File: src/rtl/instr_fetch_queue_pkg.sv
// rtl/instr_fetch_queue_pkg.sv - shared widths, depth and fetch-entry field layout
package instr_fetch_queue_pkg;

    localparam int DEF_PC_WIDTH    = 32;
    localparam int DEF_INSTR_WIDTH = 32;
    localparam int FQ_DEPTH        = 4;

    // Entry layout, LSB first: pc_2, pc_1, instr_2, instr_1
    function automatic int entry_width(input int pw, input int iw);
        return 2 * pw + 2 * iw;
    endfunction

    function automatic int off_pc_2(input int pw);
        return 0 * pw;
    endfunction

    function automatic int off_pc_1(input int pw);
        return pw;
    endfunction

    function automatic int off_instr_2(input int pw);
        return 2 * pw;
    endfunction

    function automatic int off_instr_1(input int pw, input int iw);
        return 2 * pw + iw;
    endfunction

endpackage

File: src/rtl/instr_fetch_queue_fetch_fifo.sv
// rtl/instr_fetch_queue_fetch_fifo.sv - generic sync FIFO with flush and occupancy count
module fetch_fifo #(
    parameter int WIDTH = 8,
    parameter int DEPTH = 4
) (
    input  logic                     clk,
    input  logic                     rst_n,
    input  logic                     push,
    input  logic                     pop,
    input  logic                     flush,
    input  logic [WIDTH-1:0]         wdata,
    output logic [WIDTH-1:0]         rdata,
    output logic [$clog2(DEPTH):0]   count,
    output logic                     full,
    output logic                     empty
);
    localparam int AW = $clog2(DEPTH);
    localparam int CW = AW + 1;

    logic [WIDTH-1:0] mem_q [DEPTH];
    logic [AW-1:0]    wr_ptr_q, wr_ptr_d;
    logic [AW-1:0]    rd_ptr_q, rd_ptr_d;
    logic [CW-1:0]    count_q, count_d;
    logic             do_push, do_pop;

    assign full    = (count_q == CW'(DEPTH));
    assign empty   = (count_q == '0);
    assign do_push = push & ~full;
    assign do_pop  = pop & ~empty;
    assign count   = count_q;
    assign rdata   = mem_q[rd_ptr_q];

    always_comb begin
        wr_ptr_d = wr_ptr_q;
        rd_ptr_d = rd_ptr_q;
        count_d  = count_q;
        if (flush) begin
            wr_ptr_d = '0;
            rd_ptr_d = '0;
            count_d  = '0;
        end else begin
            if (do_push) wr_ptr_d = wr_ptr_q + 1'b1;
            if (do_pop)  rd_ptr_d = rd_ptr_q + 1'b1;
            case ({do_push, do_pop})
                2'b10:   count_d = count_q + 1'b1;
                2'b01:   count_d = count_q - 1'b1;
                default: count_d = count_q;
            endcase
        end
    end

    always_ff @(posedge clk or negedge rst_n) begin
        if (!rst_n) begin
            wr_ptr_q <= '0;
            rd_ptr_q <= '0;
            count_q  <= '0;
        end else begin
            wr_ptr_q <= wr_ptr_d;
            rd_ptr_q <= rd_ptr_d;
            count_q  <= count_d;
        end
    end

    // Storage is never reset; the head is only observed while count is non-zero
    always_ff @(posedge clk) begin
        if (do_push && !flush) mem_q[wr_ptr_q] <= wdata;
    end

endmodule

File: src/rtl/instr_fetch_queue.sv
// rtl/instr_fetch_queue.sv - dual-issue fetch stage: paired imem request, pending tracking, fetch FIFO
module instr_fetch_queue
    import instr_fetch_queue_pkg::*;
#(
    parameter int PC_WIDTH    = DEF_PC_WIDTH,
    parameter int INSTR_WIDTH = DEF_INSTR_WIDTH,
    parameter int DEPTH       = FQ_DEPTH
) (
    input  logic                   fq_i_clk,
    input  logic                   fq_i_rst,
    input  logic                   fq_i_ce,
    input  logic [PC_WIDTH-1:0]    fq_i_pc_1,
    input  logic [PC_WIDTH-1:0]    fq_i_pc_2,
    output logic                   fq_o_stall,
    output logic                   fq_o_imem_req,
    output logic [PC_WIDTH-1:0]    fq_o_imem_addr_1,
    output logic [PC_WIDTH-1:0]    fq_o_imem_addr_2,
    input  logic [INSTR_WIDTH-1:0] fq_i_imem_data_1,
    input  logic [INSTR_WIDTH-1:0] fq_i_imem_data_2,
    input  logic                   fq_i_flush,
    output logic                   fq_o_valid,
    input  logic                   fq_i_ready,
    output logic [INSTR_WIDTH-1:0] fq_o_instr_1,
    output logic [INSTR_WIDTH-1:0] fq_o_instr_2,
    output logic [PC_WIDTH-1:0]    fq_o_pc_1,
    output logic [PC_WIDTH-1:0]    fq_o_pc_2
);
    localparam int CW     = $clog2(DEPTH) + 1;
    localparam int EW     = entry_width(PC_WIDTH, INSTR_WIDTH);
    localparam int OFF_P2 = off_pc_2(PC_WIDTH);
    localparam int OFF_P1 = off_pc_1(PC_WIDTH);
    localparam int OFF_I2 = off_instr_2(PC_WIDTH);
    localparam int OFF_I1 = off_instr_1(PC_WIDTH, INSTR_WIDTH);

    logic                pending_q, pending_d;
    logic [PC_WIDTH-1:0] lat_pc_1_q, lat_pc_1_d;
    logic [PC_WIDTH-1:0] lat_pc_2_q, lat_pc_2_d;
    logic [CW-1:0]       fifo_count;
    logic                fifo_full, fifo_empty;
    logic                fifo_push, fifo_pop;
    logic [EW-1:0]       fifo_wdata, fifo_rdata;
    logic [CW:0]         occupancy;

    // Stall counts the in-flight pair as occupied and ignores a same-cycle pop
    always_comb begin
        occupancy     = {1'b0, fifo_count} + {{CW{1'b0}}, pending_q};
        fq_o_stall    = fifo_full | (occupancy >= (CW + 1)'(DEPTH));
        fq_o_imem_req = fq_i_rst & fq_i_ce & ~fq_o_stall & ~fq_i_flush;
    end

    assign fq_o_imem_addr_1 = fq_i_pc_1;
    assign fq_o_imem_addr_2 = fq_i_pc_2;

    always_comb begin
        pending_d  = fq_o_imem_req;
        lat_pc_1_d = fq_o_imem_req ? fq_i_pc_1 : lat_pc_1_q;
        lat_pc_2_d = fq_o_imem_req ? fq_i_pc_2 : lat_pc_2_q;
    end

    always_ff @(posedge fq_i_clk or negedge fq_i_rst) begin
        if (!fq_i_rst) begin
            pending_q  <= 1'b0;
            lat_pc_1_q <= '0;
            lat_pc_2_q <= '0;
        end else begin
            pending_q  <= pending_d;
            lat_pc_1_q <= lat_pc_1_d;
            lat_pc_2_q <= lat_pc_2_d;
        end
    end

    assign fifo_push  = pending_q & ~fq_i_flush;
    assign fifo_pop   = fq_o_valid & fq_i_ready;
    assign fifo_wdata = {fq_i_imem_data_1, fq_i_imem_data_2, lat_pc_1_q, lat_pc_2_q};

    fetch_fifo #(
        .WIDTH (EW),
        .DEPTH (DEPTH)
    ) u_fifo (
        .clk   (fq_i_clk),
        .rst_n (fq_i_rst),
        .push  (fifo_push),
        .pop   (fifo_pop),
        .flush (fq_i_flush),
        .wdata (fifo_wdata),
        .rdata (fifo_rdata),
        .count (fifo_count),
        .full  (fifo_full),
        .empty (fifo_empty)
    );

    // Head fields read as zero whenever nothing valid is presented
    always_comb begin
        fq_o_valid   = ~fifo_empty;
        fq_o_instr_1 = fq_o_valid ? fifo_rdata[OFF_I1 +: INSTR_WIDTH] : '0;
        fq_o_instr_2 = fq_o_valid ? fifo_rdata[OFF_I2 +: INSTR_WIDTH] : '0;
        fq_o_pc_1    = fq_o_valid ? fifo_rdata[OFF_P1 +: PC_WIDTH]    : '0;
        fq_o_pc_2    = fq_o_valid ? fifo_rdata[OFF_P2 +: PC_WIDTH]    : '0;
    end

endmodule

File: config.mk
export PLATFORM = sky130hd
export DESIGN_NAME = instr_fetch_queue
export DESIGN_NICKNAME = d
export VERILOG_FILES = /design/src/rtl/instr_fetch_queue_pkg.sv /design/src/rtl/instr_fetch_queue_fetch_fifo.sv /design/src/rtl/instr_fetch_queue.sv
export SDC_FILE = /design/constraint.sdc
export NUM_CORES = 1
export LEC_CHECK = 0
export BUFFER_PORTS_ARGS = -buffer_cell sky130_fd_sc_hd__clkbuf_2
export CORE_ASPECT_RATIO = 1.2
export CORE_UTILIZATION = 45
export CTS_CLUSTER_DIAMETER = 100
export DETAILED_ROUTE_END_ITERATION = 10
export PLACE_DENSITY = 0.74
export RECOVER_POWER = 50
export SKIP_LAST_GASP = 1
export SLEW_MARGIN = 25
export SYNTH_ARGS = -nofsm -noshare
export SYNTH_HDL_FRONTEND = slang
export SYNTH_SLANG_ARGS = --single-unit
File: constraint.sdc
create_clock -name fq_i_clk -period 6.6 [get_ports fq_i_clk]
set_input_delay 0 -clock fq_i_clk [delete_from_list [all_inputs] [get_ports fq_i_clk]]
set_output_delay 0 -clock fq_i_clk [all_outputs]
set_load 0.01 [all_outputs]
Word level (Yosys, flattened, before mapping)

Memory sizes are Yosys's and may differ from the RTL's.
Index checks and enable logic that the tools add are counted.

Bits in registers: 72
Bits in writable memories: 512
Output and inout port bits: 195
Word-level logic and storage cells: 46
Memories kept: 1

Memory list:

| name         | depth | width | rd ports | clocked after memory_dff | write ports | line                               | RTL |
|---|---|---|---|---|---|---|---|
| u_fifo.mem_q | 4     | 128   | 1        | 0                        | 1           | instr_fetch_queue_fetch_fifo.sv:20 | `logic [WIDTH-1:0] mem_q [DEPTH];` |

Add/sub/neg operators: 5
$lt $le $gt $ge: 1
Equal/unequal tests: 3
Mux-type cells: 12
Bitwise operators: 12
Reductions and logical operators: 6

Operator list:

| cell                | count |
|---|---|
| $mux 32             | 4 |
| $mux 2              | 4 |
| $and 1x1->1         | 7 |
| $pmux 3 s2          | 1 |
| $add 2x1->2 const B | 2 |
| $add 3x1->4         | 1 |
| $ge 4x3->1 const B  | 1 |
| $not 1->1           | 4 |
| $reduce_bool 2->1   | 2 |
| $add 3x1->3 const B | 1 |
| $eq 3x3->1 const B  | 1 |
| $logic_not 3->1     | 1 |
| $mux 3              | 1 |
| $reduce_bool 3->1   | 1 |
| $sub 3x1->3 const B | 1 |
| $eq 2x1->1 const B  | 1 |
| $eq 2x2->1 const B  | 1 |
| $mux 1              | 2 |
| $logic_and 1x1->1   | 1 |
| $logic_not 1->1     | 1 |
| $or 1x1->1          | 1 |

Longest topological paths before layout

Word-level depth: 7
Gate-level depth with buffers: 9
Mapped depth without buffers: 7

Cells and area by module

From an unflattened synthesis, not the netlist that was laid out.

Cell total of the unflattened synthesis: 1081
Area, all modules: 22809.4 um2

Modules (own cells, without submodules):

| module            | instances | cells an instance | area each (um2) |
|---|---|---|---|
| fetch_fifo        | 1         | 733               | 19019.5 |
| instr_fetch_queue | 1         | 348               | 3789.9 |

Worst setup path after synthesis

OpenSTA, ideal clock, no wires.

Path type: register to register
Start point: reg pending_q
End point: mem u_fifo.mem_q[0][0] (netlist bit), enable pin
Arrival: 3.666 ns
Setup slack: 2.431 ns
Cell stages (with the launch flop): 3
Buffers on the path: 0
Period minus slack after synthesis: 4.169 ns
Cells stage by stage: dfrtp_1 nor2b_1 and3_1

Longest elaborated chain between the ends: 5

RTL lines:

| element                      | line                               | RTL |
|---|---|---|
| from (decl)                  | instr_fetch_queue.sv:35            | `logic pending_q, pending_d;` |
| from (signal assigned)       | instr_fetch_queue.sv:66            | `pending_q <= pending_d;` |
| $and 1x1->1                  | instr_fetch_queue.sv:72            | `assign fifo_push = pending_q & ~fq_i_flush;` |
| $and 1x1->1                  | instr_fetch_queue_fetch_fifo.sv:28 | `assign do_push = push & ~full;` |
| $logic_and 1x1->1            | instr_fetch_queue_fetch_fifo.sv:66 | `if (do_push && !flush) mem_q[wr_ptr_q] <= wdata;` |
| $mux 1                       | instr_fetch_queue_fetch_fifo.sv:66 |  |
| $mux 1 (implied by the code) | instr_fetch_queue_fetch_fifo.sv:66 |  |
| to (decl)                    | instr_fetch_queue_fetch_fifo.sv:20 |  |

No other way between the ends.

Worst setup path after layout

Start point: reg u_fifo.count_q[0] (netlist: u_fifo.count[0])
End point: out fq_o_imem_req

Longest elaborated chain between the ends: 6
Elaborated cells on any way between the ends: 7
Classes of those cells: add/sub (1); order compare (1); eq/ne (1); bitwise (4)

RTL lines:

| element                     | line                               | RTL |
|---|---|---|
| from (decl)                 | instr_fetch_queue_fetch_fifo.sv:23 | `logic [CW-1:0] count_q, count_d;` |
| from (signal assigned)      | instr_fetch_queue_fetch_fifo.sv:60 | `count_q <= count_d;` |
| $add 3x1->4                 | instr_fetch_queue.sv:46            | `occupancy = {1'b0, fifo_count} + {{CW{1'b0}}, pending_q};` |
| $ge 4x3->1                  | instr_fetch_queue.sv:47            | `fq_o_stall = fifo_full \| (occupancy >= (CW + 1)'(DEPTH));` |
| $or 1x1->1 *                | instr_fetch_queue.sv:47            |  |
| $not 1->1 *                 | instr_fetch_queue.sv:48            | `fq_o_imem_req = fq_i_rst & fq_i_ce & ~fq_o_stall & ~fq_i_flush;` |
| $and 1x1->1 * (2 in series) | instr_fetch_queue.sv:48            |  |
| to (decl)                   | instr_fetch_queue.sv:15            | `output logic fq_o_imem_req,` |

Every way passes the cells marked *; elsewhere a longest branch is shown, timed or not.

==> metrics.txt <==
cell-internal power 7.38 mW; Buf/Inv on CP 2; Detail Placement HPWL 25.7 mm; drt drc 16; Comb power frac approximately a quarter; Peak VDD IR between 0.2 and 0.3 mV; CTS H-tree depth 2; Die Area 51,100 um^2; sequential power share a little under half; Syn Nets 1,202; # rows between 80 and 90; Initial Util ~46%; critical path arrival 3.80 ns; GP Congestion 0.685; Worst EP required approximately 6.6 ns; sw frac 27.9%; leading area contributor after synthesis edfxtp_1; Clock Path Buffers 3; DR vias/cell 5.21; iteration-0 DRC count of the detailed router 580; Sw Pwr approximately 2.8 mW; I/O Buffers between 300 and 400; Antenna Nets Post-Route 0; Final min period 3.80 ns; Final Routed Wirelength 45.4 mm; CP Class flop to output pin; setup ws final 2.80 ns; Critical Path Fanout Max 39; Critical-path top delay cell clkbuf_1; Mapped Area 22,600 um^2; Synth Register Bits 584; area share of the largest cell type after synthesis 68.0%; pwr/cell area 373 nW/um^2; Post-CTS Setup Bufs 0; Root Driver clkbuf_16; largest net degree at the start of global routing approximately 100; DRT Pass-1 Iters 10; Ys Warns 0; Max-cap violations 4; initial antenna violation count 0; Std-Cell Core Area between 40,000 and 50,000 um^2; Diodes inserted 0; Die X 207 um; Die H between 200 and 250 um; CTS tree yes; share of layout cells above drive strength 1 27.9%; crit end category output pin; final setup fails 0; Tightest Hold Check Type input pin to flop; Setup TNS Final 0 ns; Tot GR Track Use about 18%; Worst-path clk slew 0.07 ns; Netlist cell types 30; CTS buffer count 55; RSZ-0062 raised after global routing false; clock skew roughly 0.021 ns; status finished with violations; dpl ws 3.62 ns; Clock power frac between 20 and 30%; Slew Viols, Final around 140; Worst-Margin Slew 2.99 ns; I/O pins 328; routed len/inst 21.0 um; grt ovf 0; cts repair resizes 0; fin nets 1,621; part of the cycle the worst path needs 57.5%; Post-Syn Area per Cell 21.2 um^2; CTS sink cnt 584; critical path's top delay family buffers and inverters; Area contributors post-synth edfxtp_1 (68%), mux4_2 (13%), dfrtp_1 (8.0%), and2_1 (3.5%), mux2_1 (3.2%); area grow syn2layout 21.3%; startpoint types flop; routed vias 11,286; violated checks design-rule violations, max-capacitance violations, max-slew violations; vias in the first global route 12,151; fraction of the yosys area taken by sequential cells 76.0%; Worst slew margin -99.3%; biggest cell delay along the critical path 1.86 ns; fmax between 200 and 300 MHz; Post-Syn Instances 1,064; CP Cell Sequence nand3_1, nand2_1, nor3_1, clkbuf_1, clkbuf_2; first-pass GRT wire length 68.8 mm; Post-CTS Hold Buffers about 130; static leakage 9.43 nW; final hold violations 0; clk_lat worst skew 0.59 ns
## cell families (layout without fill, tap and decap cells)
family	Yosys count	in the layout	synth area share, %
AOI/OAI and AO/OA	4	4	0.149
xor gates and xnor gates	3	3	0.116
adders and majority gates	5	5	0.310
buffers and inverters	120	584	3.22
DFF	584	584	76.0
muxes	195	195	16.1
and+or+nand+nor	153	153	4.13
## synthesized netlist by cell type (all sizes together)
| cell type | number |
|---|---|
| nor3 | 2 |
| nor2 | 4 |
| inv | 4 |
| mux2i | 2 |
| and2 | 129 |
| ha | 4 |
| mux2 | 65 |
| edfxtp | 512 |
| and3 | 5 |
| mux4 | 128 |
| or3 | 1 |
| nand2 | 6 |
| clkbuf | 22 |
| fa | 1 |
| a211o | 1 |
| o31ai | 2 |
| xor2 | 3 |
| or3b | 1 |
| nor2b | 2 |
| nand4 | 1 |
| buf | 94 |
| nand3 | 2 |
| a21oi | 1 |
| dfrtp | 72 |
## layout make-up
cell class / count / area [um^2]
Sequential cell: 584 / 17200
Fill cell: 3773 / 21900
Multi-Input combinational cell: 360 / 4710
Tap cell: 637 / 797
Timing Repair Buffer: 478 / 2950
Clock buffer: 82 / 1600
Inverter: 4 / 15.0
Clock inverter: 20 / 160
## metrics by stage
step           area, um^2  util (%)  hold slack (ns)  cells  power (mW)
2_1_floorplan       22600         -           -0.296   1064        6.28
3_3_place_gp        24500      49.7         -0.00125   1929        7.20
3_5_place_dp        24500      49.7         -0.00243   1929        7.26
4_1_cts             27600      55.9           0.0152   2164        10.4
5_1_grt             27400      55.6            0.154   2165        10.7
6_report            27400      55.6            0.181   2165        10.2
## sequential cells by signal (all words and copies together) (netlist names)
signal,count
u_fifo.mem_q,512
pending_q,1
u_fifo.count,3
u_fifo.wr_ptr_q,2
lat_pc_1_q,32
lat_pc_2_q,32
u_fifo.rd_ptr_q,2
## tightest hold or removal path, stage by stage
cell,delay (ns)
dlygate4sd3_1,0.52
clkbuf_2,0.11
mux2_1,0.11
## power by group through the flow
| stage | Sequential, mW | Combinational (mW) | Clock, mW |
|---|---|---|---|
| 2_1_floorplan | 4.64 | 1.64 | 0 |
| 3_3_place_gp | 4.77 | 2.43 | 0 |
| 3_5_place_dp | 4.80 | 2.46 | 0 |
| 4_1_cts | 4.72 | 2.54 | 3.12 |
| 5_1_grt | 4.71 | 2.78 | 3.26 |
| 6_report | 4.67 | 2.52 | 3.04 |
## placed cells by master (no fill, tap or decap), types with 3 or more instances in the layout
| master | synthesis | final |
|---|---|---|
| edfxtp_1 | 512 | 512 |
| clkinv_1 | 0 | 5 |
| clkinv_2 | 0 | 9 |
| clkbuf_2 | 0 | 197 |
| dlygate4sd3_1 | 0 | 132 |
| and2_1 | 128 | 128 |
| dfrtp_1 | 72 | 70 |
| clkbuf_16 | 0 | 57 |
| inv_1 | 4 | 4 |
| and3_4 | 0 | 3 |
| clkbuf_8 | 0 | 8 |
| clkbuf_1 | 22 | 151 |
| nand2_1 | 6 | 6 |
| mux2_1 | 64 | 64 |
| xor2_1 | 3 | 3 |
| ha_1 | 4 | 4 |
| nor2_1 | 4 | 4 |
| buf_4 | 64 | 13 |
| mux4_2 | 128 | 128 |
## path summary, 6_finish.rpt
check | from | endpoint | slack [ns] | cells after the start
min | fq_i_pc_2[2] | lat_pc_2_q[2] | 0.18 | 3
max in group asynchronous | fq_i_rst | lat_pc_2_q[11] | 3.50 | 3
min reg2reg | lat_pc_1_q[15] | u_fifo.mem_q[1][47] | 0.51 | 0
max | u_fifo.count[0] | fq_o_imem_req | 2.80 | 5
min in group asynchronous | fq_i_rst | lat_pc_2_q[15] | 0.90 | 3
max reg2reg | u_fifo.count[0] | lat_pc_1_q[18] | 3.21 | 5
## per-layer routing
metal  global-route usage (%)  vias to the layer above  share of wire, %
met3                     3.24                       63               5.1
met4                     5.67                        0               2.4
met5                        0                        -                 0
li1                         -                     4978                 -
met1                     22.3                     5922                40
met2                     32.0                      323                52
Note: power is estimated with default switching activity, not from simulation.
